`src/rtl/cache_mem_arbiter.sv`:
```
// Shares one memory port between icache/dcache reads and a one-entry dcache write buffer.
// Optional macro ARB_ROUND_ROBIN_EN: round-robin read arbitration (default: dcache priority).
module cache_mem_arbiter #(
   parameter int LINE_WORDS = 4,
   parameter int ADDR_W     = 32
) (
   input  logic                     clk,
   input  logic                     rst_n,
   input  logic                     ic_rd_req,
   input  logic [2:0]               ic_rd_type,
   input  logic [ADDR_W-1:0]        ic_rd_addr,
   output logic                     ic_rd_rdy,
   output logic                     ic_ret_valid,
   output logic                     ic_ret_last,
   output logic [31:0]              ic_ret_data,
   input  logic                     dc_rd_req,
   input  logic [2:0]               dc_rd_type,
   input  logic [ADDR_W-1:0]        dc_rd_addr,
   output logic                     dc_rd_rdy,
   output logic                     dc_ret_valid,
   output logic                     dc_ret_last,
   output logic [31:0]              dc_ret_data,
   input  logic                     dc_wr_req,
   input  logic [2:0]               dc_wr_type,
   input  logic [ADDR_W-1:0]        dc_wr_addr,
   input  logic [3:0]               dc_wr_wstrb,
   input  logic [LINE_WORDS*32-1:0] dc_wr_data,
   output logic                     dc_wr_rdy,
   output logic                     m_rd_req,
   output logic [ADDR_W-1:0]        m_rd_addr,
   output logic [1:0]               m_rd_len,
   output logic [2:0]               m_rd_size,
   input  logic                     m_rd_rdy,
   input  logic                     m_ret_valid,
   input  logic                     m_ret_last,
   input  logic [31:0]              m_ret_data,
   output logic                     m_wr_req,
   output logic [ADDR_W-1:0]        m_wr_addr,
   output logic [1:0]               m_wr_len,
   output logic [2:0]               m_wr_size,
   input  logic                     m_wr_rdy,
   output logic                     m_wdata_valid,
   output logic [31:0]              m_wdata,
   output logic [3:0]               m_wstrb,
   output logic                     m_wdata_last,
   input  logic                     m_wdata_rdy,
   input  logic                     m_wr_done
);
   localparam logic [1:0] LINE_LEN = 2'(LINE_WORDS - 1);

   typedef enum logic [1:0] {R_IDLE, R_REQ, R_DATA} rd_state_t;
   typedef enum logic [1:0] {W_IDLE, W_ADDR, W_DATA, W_RESP} wr_state_t;

   function automatic logic is_line(input logic [2:0] t);
      return t == 3'b100;
   endfunction

   function automatic logic [1:0] xfer_len(input logic [2:0] t);
      return is_line(t) ? LINE_LEN : 2'd0;
   endfunction

   // Unknown type codes fall back to a single word beat.
   function automatic logic [2:0] xfer_size(input logic [2:0] t);
      case (t)
         3'b000, 3'b001, 3'b010: return t;
         default:                return 3'b010;
      endcase
   endfunction

   function automatic logic [ADDR_W-1:0] xfer_addr(input logic [ADDR_W-1:0] a, input logic [2:0] t);
      return is_line(t) ? {a[ADDR_W-1:4], 4'h0} : a;
   endfunction

   rd_state_t                r_rd_state, w_rd_next;
   wr_state_t                r_wr_state, w_wr_next;
   logic                     r_rd_own_dc;
   logic [ADDR_W-1:0]        r_rd_addr;
   logic [1:0]               r_rd_len;
   logic [2:0]               r_rd_size;
   logic [ADDR_W-1:0]        r_wbuf_addr;
   logic [2:0]               r_wbuf_type;
   logic [3:0]               r_wbuf_strb;
   logic [LINE_WORDS*32-1:0] r_wbuf_data;
   logic [1:0]               r_wr_cnt;
   logic                     w_wr_accept, w_ic_haz, w_dc_haz, w_ic_elig, w_dc_elig;
   logic                     w_pick_dc, w_pick_ic, w_rd_accept, w_beat_last;
   logic [1:0]               w_wsel;
   logic [6:0]               w_wbit;
   logic [ADDR_W-1:0]        w_win_addr;
   logic [2:0]               w_win_type;

   assign w_wr_accept = dc_wr_req && (r_wr_state == W_IDLE) && rst_n;

   // A read is held off while its line is in, or entering, the write buffer.
   assign w_ic_haz = ((r_wr_state != W_IDLE) && (ic_rd_addr[ADDR_W-1:4] == r_wbuf_addr[ADDR_W-1:4])) ||
                     (w_wr_accept && (ic_rd_addr[ADDR_W-1:4] == dc_wr_addr[ADDR_W-1:4]));
   assign w_dc_haz = ((r_wr_state != W_IDLE) && (dc_rd_addr[ADDR_W-1:4] == r_wbuf_addr[ADDR_W-1:4])) ||
                     (w_wr_accept && (dc_rd_addr[ADDR_W-1:4] == dc_wr_addr[ADDR_W-1:4]));
   assign w_ic_elig = ic_rd_req && !w_ic_haz;
   assign w_dc_elig = dc_rd_req && !w_dc_haz;

`ifdef ARB_ROUND_ROBIN_EN
   logic r_last_dc;
   always_ff @(posedge clk) begin
      if (!rst_n)           r_last_dc <= 1'b0;
      else if (w_rd_accept) r_last_dc <= w_pick_dc;
   end
   assign w_pick_dc = w_dc_elig && !(w_ic_elig && r_last_dc);
`else
   assign w_pick_dc = w_dc_elig;
`endif
   assign w_pick_ic   = w_ic_elig && !w_pick_dc;
   assign w_rd_accept = (r_rd_state == R_IDLE) && rst_n && (w_dc_elig || w_ic_elig);
   assign w_win_addr  = w_pick_dc ? dc_rd_addr : ic_rd_addr;
   assign w_win_type  = w_pick_dc ? dc_rd_type : ic_rd_type;

   always_ff @(posedge clk) begin
      if (!rst_n) r_rd_state <= R_IDLE;
      else        r_rd_state <= w_rd_next;
   end

   always_comb begin
      w_rd_next = r_rd_state;
      case (r_rd_state)
         R_IDLE:  if (w_rd_accept) w_rd_next = R_REQ;
         R_REQ:   if (m_rd_rdy) w_rd_next = R_DATA;
         R_DATA:  if (m_ret_valid && m_ret_last) w_rd_next = R_IDLE;
         default: w_rd_next = R_IDLE;
      endcase
   end

   always_ff @(posedge clk) begin
      if (w_rd_accept) begin
         r_rd_own_dc <= w_pick_dc;
         r_rd_addr   <= xfer_addr(w_win_addr, w_win_type);
         r_rd_len    <= xfer_len(w_win_type);
         r_rd_size   <= xfer_size(w_win_type);
      end
   end

   always_comb begin
      ic_rd_rdy    = w_rd_accept && w_pick_ic;
      dc_rd_rdy    = w_rd_accept && w_pick_dc;
      m_rd_req     = 1'b0;
      m_rd_addr    = '0;
      m_rd_len     = '0;
      m_rd_size    = '0;
      ic_ret_valid = 1'b0;
      ic_ret_last  = 1'b0;
      ic_ret_data  = '0;
      dc_ret_valid = 1'b0;
      dc_ret_last  = 1'b0;
      dc_ret_data  = '0;
      case (r_rd_state)
         R_REQ: begin
            m_rd_req  = 1'b1;
            m_rd_addr = r_rd_addr;
            m_rd_len  = r_rd_len;
            m_rd_size = r_rd_size;
         end
         R_DATA: begin
            if (r_rd_own_dc) begin
               dc_ret_valid = m_ret_valid;
               dc_ret_last  = m_ret_last;
               dc_ret_data  = m_ret_data;
            end else begin
               ic_ret_valid = m_ret_valid;
               ic_ret_last  = m_ret_last;
               ic_ret_data  = m_ret_data;
            end
         end
         default: ;
      endcase
   end

   always_ff @(posedge clk) begin
      if (!rst_n) r_wr_state <= W_IDLE;
      else        r_wr_state <= w_wr_next;
   end

   always_ff @(posedge clk) begin
      if (!rst_n)                                   r_wr_cnt <= '0;
      else if (r_wr_state == W_ADDR)                r_wr_cnt <= '0;
      else if (r_wr_state == W_DATA && m_wdata_rdy) r_wr_cnt <= r_wr_cnt + 2'd1;
   end

   always_ff @(posedge clk) begin
      if (w_wr_accept) begin
         r_wbuf_addr <= dc_wr_addr;
         r_wbuf_type <= dc_wr_type;
         r_wbuf_strb <= dc_wr_wstrb;
         r_wbuf_data <= dc_wr_data;
      end
   end

   assign w_beat_last = (r_wr_cnt == xfer_len(r_wbuf_type));
   assign w_wsel      = is_line(r_wbuf_type) ? r_wr_cnt : r_wbuf_addr[3:2];
   assign w_wbit      = {w_wsel, 5'd0};

   always_comb begin
      w_wr_next = r_wr_state;
      case (r_wr_state)
         W_IDLE:  if (w_wr_accept) w_wr_next = W_ADDR;
         W_ADDR:  if (m_wr_rdy) w_wr_next = W_DATA;
         W_DATA:  if (m_wdata_rdy && w_beat_last) w_wr_next = W_RESP;
         W_RESP:  if (m_wr_done) w_wr_next = W_IDLE;
         default: w_wr_next = W_IDLE;
      endcase
   end

   always_comb begin
      dc_wr_rdy     = (r_wr_state == W_IDLE) && rst_n;
      m_wr_req      = 1'b0;
      m_wr_addr     = '0;
      m_wr_len      = '0;
      m_wr_size     = '0;
      m_wdata_valid = 1'b0;
      m_wdata       = '0;
      m_wstrb       = '0;
      m_wdata_last  = 1'b0;
      case (r_wr_state)
         W_ADDR: begin
            m_wr_req  = 1'b1;
            m_wr_addr = xfer_addr(r_wbuf_addr, r_wbuf_type);
            m_wr_len  = xfer_len(r_wbuf_type);
            m_wr_size = xfer_size(r_wbuf_type);
         end
         W_DATA: begin
            m_wdata_valid = 1'b1;
            m_wdata       = r_wbuf_data[w_wbit +: 32];
            m_wstrb       = is_line(r_wbuf_type) ? 4'hF : r_wbuf_strb;
            m_wdata_last  = w_beat_last;
         end
         default: ;
      endcase
   end
endmodule

```
`config.mk`:
```
export PLATFORM = sky130hd
export DESIGN_NAME = cache_mem_arbiter
export DESIGN_NICKNAME = d
export VERILOG_FILES = /design/src/rtl/cache_mem_arbiter.sv
export SDC_FILE = /design/constraint.sdc
export NUM_CORES = 1
export LEC_CHECK = 0
export BUFFER_PORTS_ARGS = -buffer_cell sky130_fd_sc_hd__buf_2
export CORE_AREA = 2 2 181 183
export CTS_CLUSTER_SIZE = 24
export DETAILED_ROUTE_END_ITERATION = 16
export DIE_AREA = 0 0 183 185
export PLACE_DENSITY = 0.59
export SETUP_SLACK_MARGIN = 0.15
export SYNTH_ARGS = -nofsm -noshare
export SYNTH_HDL_FRONTEND = slang
export SYNTH_SLANG_ARGS = --single-unit
```
`constraint.sdc`:
```
create_clock -name clk -period 11 [get_ports clk]
set_clock_uncertainty 0.15 [all_clocks]
set_input_delay 0.55 -clock clk [delete_from_list [all_inputs] [get_ports clk]]
set_output_delay 0.55 -clock clk [all_outputs]
set_load 0.1 [all_outputs]
```
* Yosys cells after proc, flatten, opt, wreduce, memory -nomap -nowiden
Cells that the tools add are included.
** Word-level totals
- Input port bits :: 280
- Register bits :: 211
** Cells by class
- Reductions and logical operators :: 33
- Equal/unequal tests :: 23
- Muxes and demuxes :: 41
- Add/sub/neg operators :: 1
- Bitwise gates (word level) :: 1
- Shift operators :: 1
** Operators with widths (count)
- $mux W32 :: 8
- $shiftx A128 B8 Y32 :: 1
- $eq A28 B28 Y1 :: 4
- $mux W2 :: 12
- $logic_and A1 B1 Y1 :: 17
- $mux W1 :: 12
- $mux W3 :: 4
- $mux W4 :: 3
- $ne A2 B2 Y1 const B :: 6
- $pmux W2 S4 :: 1
- $eq A2 B2 Y1 const B :: 3
- $eq A3 B1 Y1 const B :: 2
- $eq A3 B2 Y1 const B :: 2
- $eq A3 B3 Y1 const B :: 2
- $logic_not A3 Y1 :: 2
- $pmux W2 S3 :: 1
- $reduce_or A3 Y1 :: 2
- $eq A2 B1 Y1 const B :: 2
- $logic_not A2 Y1 :: 2
- $reduce_and A4 Y1 :: 1
- $logic_not A1 Y1 :: 3
- $logic_or A1 B1 Y1 :: 3
- $reduce_and A3 Y1 :: 1
- $add A2 B1 Y2 const B :: 1
- 5 further kinds :: 5

* Longest topological paths before layout
- Word-level depth :: 11
- Gate-level depth with buffers :: 10
- Depth with buffers taken out :: 8

* Worst setup path before layout
No wires, ideal clock.
- Path type :: flip-flop to flip-flop
- From :: reg r_wr_state[0]
- To :: reg r_wbuf_addr[0], enable pin
- Data required time :: 10331 ps
- Stages on the path, launching flop included :: 6
- Buffers on the path :: 0
- Slack :: 5438 ps
- Data arrival time :: 4893 ps
- Period minus slack after synthesis :: 5562 ps
- Path through :: dfxtp_1 inv_1 ha_1 and2_1 nand2_1 inv_1
** Between the ends
- Word-level cells in the longest chain between the ends :: 3
** RTL lines
- start, declared :: RTL line 75 : wr_state_t r_wr_state, w_wr_next;
- start signal, assigned :: RTL line 178 : else r_wr_state <= w_wr_next;
- $logic_not A2 Y1 :: RTL line 92 : assign w_wr_accept = dc_wr_req && (r_wr_state == W_IDLE) && rst_n;
- $logic_and A1 B1 Y1 (2 in series) :: RTL line 92
- named net w_wr_accept :: RTL line 85 : logic w_wr_accept, w_ic_haz, w_dc_haz, w_ic_elig, w_dc_elig;
- end signal, assigned :: RTL line 189 : r_wbuf_addr <= dc_wr_addr;
- end, declared :: RTL line 80 : logic [ADDR_W-1:0] r_wbuf_addr;
The timed path passes the listed nets, and every way through them passes these cells.
A chain may end at the register's enable or synchronous reset.

* Worst setup path after layout
- From :: reg r_wbuf_type[0]
- To :: out m_wdata[19]
** Between the ends
- Word-level cells in the longest chain between the ends :: 4
** RTL lines
- start, declared :: RTL line 81 : logic [2:0] r_wbuf_type;
- start signal, assigned :: RTL line 190 : r_wbuf_type <= dc_wr_type;
- $eq A3 B3 Y1 :: RTL line 55 : return t == 3'b100;
- $mux W2 :: RTL line 197 : assign w_wsel = is_line(r_wbuf_type) ? r_wr_cnt : r_wbuf_addr[3:2];
- $shiftx A128 B8 Y32 :: RTL line 230 : m_wdata = r_wbuf_data[w_wbit +: 32];
- $mux W32 :: RTL line 221 : case (r_wr_state)
- end, declared :: RTL line 43 : output logic [31:0] m_wdata,
Every way passes these cells.

==> impl_metrics.py <==
metrics = {
    "synth": {
        "syn-cell-area_sq_mm": 0.01033,
        "synth_compound_area_share_pct": 1.005,
        "synth_top_family_by_area": "simple AND/OR/NAND/NOR gates",
        "syn_area_per_cell_sq_um": 14.69,
        "synthAdderAreaFrac_pct": 0.6057,
        "yosysSeqAreaShare_pct": 60.47,
        "async_reset_ff_share_pct": 0,
        "ys.flop_type": "edfxtp_1",
        "synth_cells": 703,
        "yosysWarnings": 0,
        "synth-seq-cells": 210,
        "synth.distinct_cells": 41,
        "synthXorXnorAreaFrac_pct": 9.582,
        "synth_edf_count": 204,
        "synth-simple-area-share_pct": 14.69,
        "synth.area.mux_share_pct": 11.71,
    },
    "floorplanning": {
        "start_util_pct": 32.24,
        "num_io_pins": 465,
        "die_y_microns": 185,
        "core_sq_mm": 0.03204,
        "dieArea_sq_mm": 0.03386,
        "rows": 66,
        "die_w_microns": 183,
    },
    "setup_path": {
        "start_kind": "flip-flop",
        "worst-setup-path-type": "flip-flop to output port",
        "r2r-end": "r_rd_addr[5]",
        "worstPathMaxFanout": 32,
        "crit_path_top_delay_cell": "nor3b_2",
        "crit_buf_inv": 2,
        "path_cells": "nor3b_2, mux2i_4, buf_4, mux4_2, and2_1, buf_2",
        "cpLargestDelayFamily": "multiplexers",
        "worst_path_largest_cell_delay_ns": 0.68,
        "path_depth": 6,
        "cp.arrival_ns": 3.61,
        "r2r_cells": 8,
        "r2r-start": "r_wr_state[0]",
        "crit_required_ns": 10.30,
        "rrSetupSlack_ns": 7.70,
        "critPathCaptureType": "output port",
    },
    "global_routing": {
        "grt_pass1_vias": 7566,
        "antenna_found_initial": 7,
        "grt_first_pass_wirelength_mm": 45.42,
        "grt_use_total_pct": 18.11,
        "grt_max_degree": 89,
        "overflow": 0,
    },
    "timing": {
        "fmax_mhz": 232.1,
        "tightest_slew_ns": 1.132,
        "setup_viol": 0,
        "layout_min_cycle_time_ns": 4.309,
        "finalMaxSlewViolations": 0,
        "setup_tns_ns": 0,
        "rsz0062_at_grt": "no",
        "min_period_over_period_pct": 39.17,
        "relSlewSlack_pct": 24.57,
        "final_hold_viol_count": 0,
        "finalWorstSetupSlack_ns": 6.691,
    },
    "power_and_ir_drop": {
        "power_density_mw_per_mm2": 213.0,
        "combPwrFrac_pct": 38.3,
        "peakVddDrop_mv": 0.1365,
        "internal_power_w": 0.001686,
        "p_clk_share_pct": 26.1,
        "seq_power_share_pct": 35.6,
        "netSwitchingFraction_pct": 42.76,
        "power.leakage_nw": 5.982,
        "power.switching_w": 0.001260,
        "power_w": 0.002946,
    },
    "job": {
        "cap_violations": 0,
    },
    "placement": {
        "place.detailed.hpwl_mm": 25.28,
        "place_congestion": 0.9105,
        "place_area_sq_mm": 0.01308,
        "post-place-ws_ns": 7.188,
        "io_buffer_count": 463,
        "place_inst": 1551,
    },
    "drt": {
        "wl_mm": 32.31,
        "num_vias": 7483,
        "drt_iter0_markers": 401,
        "wire_per_inst_microns": 20.24,
        "vias_per_cell": 4.689,
        "ant_nets": 0,
        "drcViolationCount": 0,
        "firstDrtPassIters": 4,
    },
    "clock_tree": {
        "cts_tree": "done",
        "cts_made_buffers": 25,
        "clockBufferDepth": 3,
        "clock_sinks": 210,
        "holdBufCountCts": 0,
        "htreeDepth": 1,
        "clk_pin_slew_worst_paths_ns": 0.06,
        "postCtsSetupBuffers": 0,
        "root_buffer": "clkbuf_16",
        "insertion_delay_ns": 0.55,
        "cts_resized": 0,
    },
    "cells_and_area": {
        "final_common_cell": "buf_2",
        "design_area_sq_mm": 0.01383,
        "drive_gt1_share_pct": 48.40,
        "fin_nets": 1455,
        "final_cell_mix": "buf_2, edfxtp_1, and2_1",
        "syn2layout_area_growth_pct": 33.93,
        "instances_no_fill": 1596,
    },
    "status": {
        "status": "finished, final reports clean",
    },
    "hold_path": {
        "holdCritStartpoint": "dc_wr_wstrb[3]",
        "hold_path.class": "primary input to flip-flop",
        "hold_depth": 1,
        "hold_end": "r_wbuf_strb[3]",
    },
}
## routing by layer
layer | vias up | share of wire, % | track usage, % | wire length, microns
met5 | - | 0.22 | 0 | 71
met4 | 12 | 3.5 | 6.624 | 1131
met3 | 64 | 9.4 | 6.076 | 3048
met2 | 371 | 50 | 32.05 | 16150
met1 | 3549 | 37 | 20.31 | 11910
li1 | 3487 | - | - | -
## cells by family (layout without fill, tap and decap cells)
family	count (synthesis)	in the layout
AOI/OAI and AO/OA	14	14
xor gates and xnor gates	113	113
adders and majority gates	5	5
buffers and inverters	37	519
DFF	210	210
muxes	70	70
other	1	4
and+or+nand+nor	253	253
## area by class of cell
| type | instances | area (sq um) |
|---|---|---|
| Fill cell | 3039 | 18210 |
| Sequential cell | 210 | 6246 |
| Multi-Input combinational cell | 457 | 3926 |
| Timing Repair Buffer | 469 | 2362 |
| Clock buffer | 29 | 640.6 |
| Tap cell | 408 | 510.5 |
| Clock inverter | 14 | 111.4 |
| Inverter | 7 | 31.28 |
| Antenna cell | 2 | 5.005 |
## per-stage QoR
stage / hold WS, ns / util (%)
after CTS: 0.0001628 / 43.16
final: 0.02512 / 43.17
after floorplan: 0.3639 / -
after global placement: 0.4163 / 40.81
after detailed placement: 0.4073 / 40.81
after global routing: 0.003828 / 43.17
## power groups by stage
| stage | Sequential (W) | Combinational [W] | Clock (W) |
|---|---|---|---|
| 2_1_floorplan | 0.00106 | 0.000902 | 0 |
| 3_3_place_gp | 0.00107 | 0.00113 | 0 |
| 3_5_place_dp | 0.00107 | 0.00114 | 0 |
| 4_1_cts | 0.00105 | 0.00114 | 0.000791 |
| 5_1_grt | 0.00106 | 0.00118 | 0.000817 |
| 6_report | 0.00105 | 0.00113 | 0.000769 |
## synthesized netlist by cell type (all sizes together), types with 2 or more instances
library cell  count  share of area (%)
mux4             32                7.0
dfxtp             6                1.2
buf              10               0.91
and3              5               0.30
nor4             13               0.79
edfxtp          204                 59
nor2             11               0.40
nand3             7               0.34
a21oi             2              0.097
ha                5               0.61
clkbuf           20               0.73
and2            167                 10
nor3b             3               0.27
o21ai             2              0.097
mux2             27                3.7
mux2i            11                1.1
xor2             50                4.2
nor3              3               0.15
or3b              2               0.17
nor2b             3               0.18
xnor2            63                5.3
inv               7               0.25
nand4            18                1.1
nand2            18               0.65
o21a              4               0.29
## flip-flops by register name, summed over array words and instances (netlist names)
name and cells:
r_wbuf_data 128, r_rd_addr 32, r_wbuf_addr 32, r_wbuf_strb 4, r_rd_size 3, r_wbuf_type 3, r_rd_state 2, r_wr_cnt 2
r_wr_state 2, r_rd_len 1, r_rd_own_dc 1
## worst max-delay path by stage
stage	from	to	slack (ns)
detailed placement	r_wbuf_type[0]	m_wdata[2]	7.19
CTS	r_wbuf_type[0]	m_wdata[2]	6.60
global placement	r_wbuf_type[0]	m_wdata[9]	7.25
floorplan	r_wr_state[0]	r_wbuf_addr[0]	5.44
finish	r_wbuf_type[0]	m_wdata[19]	6.69
global route	r_wbuf_type[0]	m_wdata[12]	6.46
Note: power is estimated with default switching activity, not from simulation.
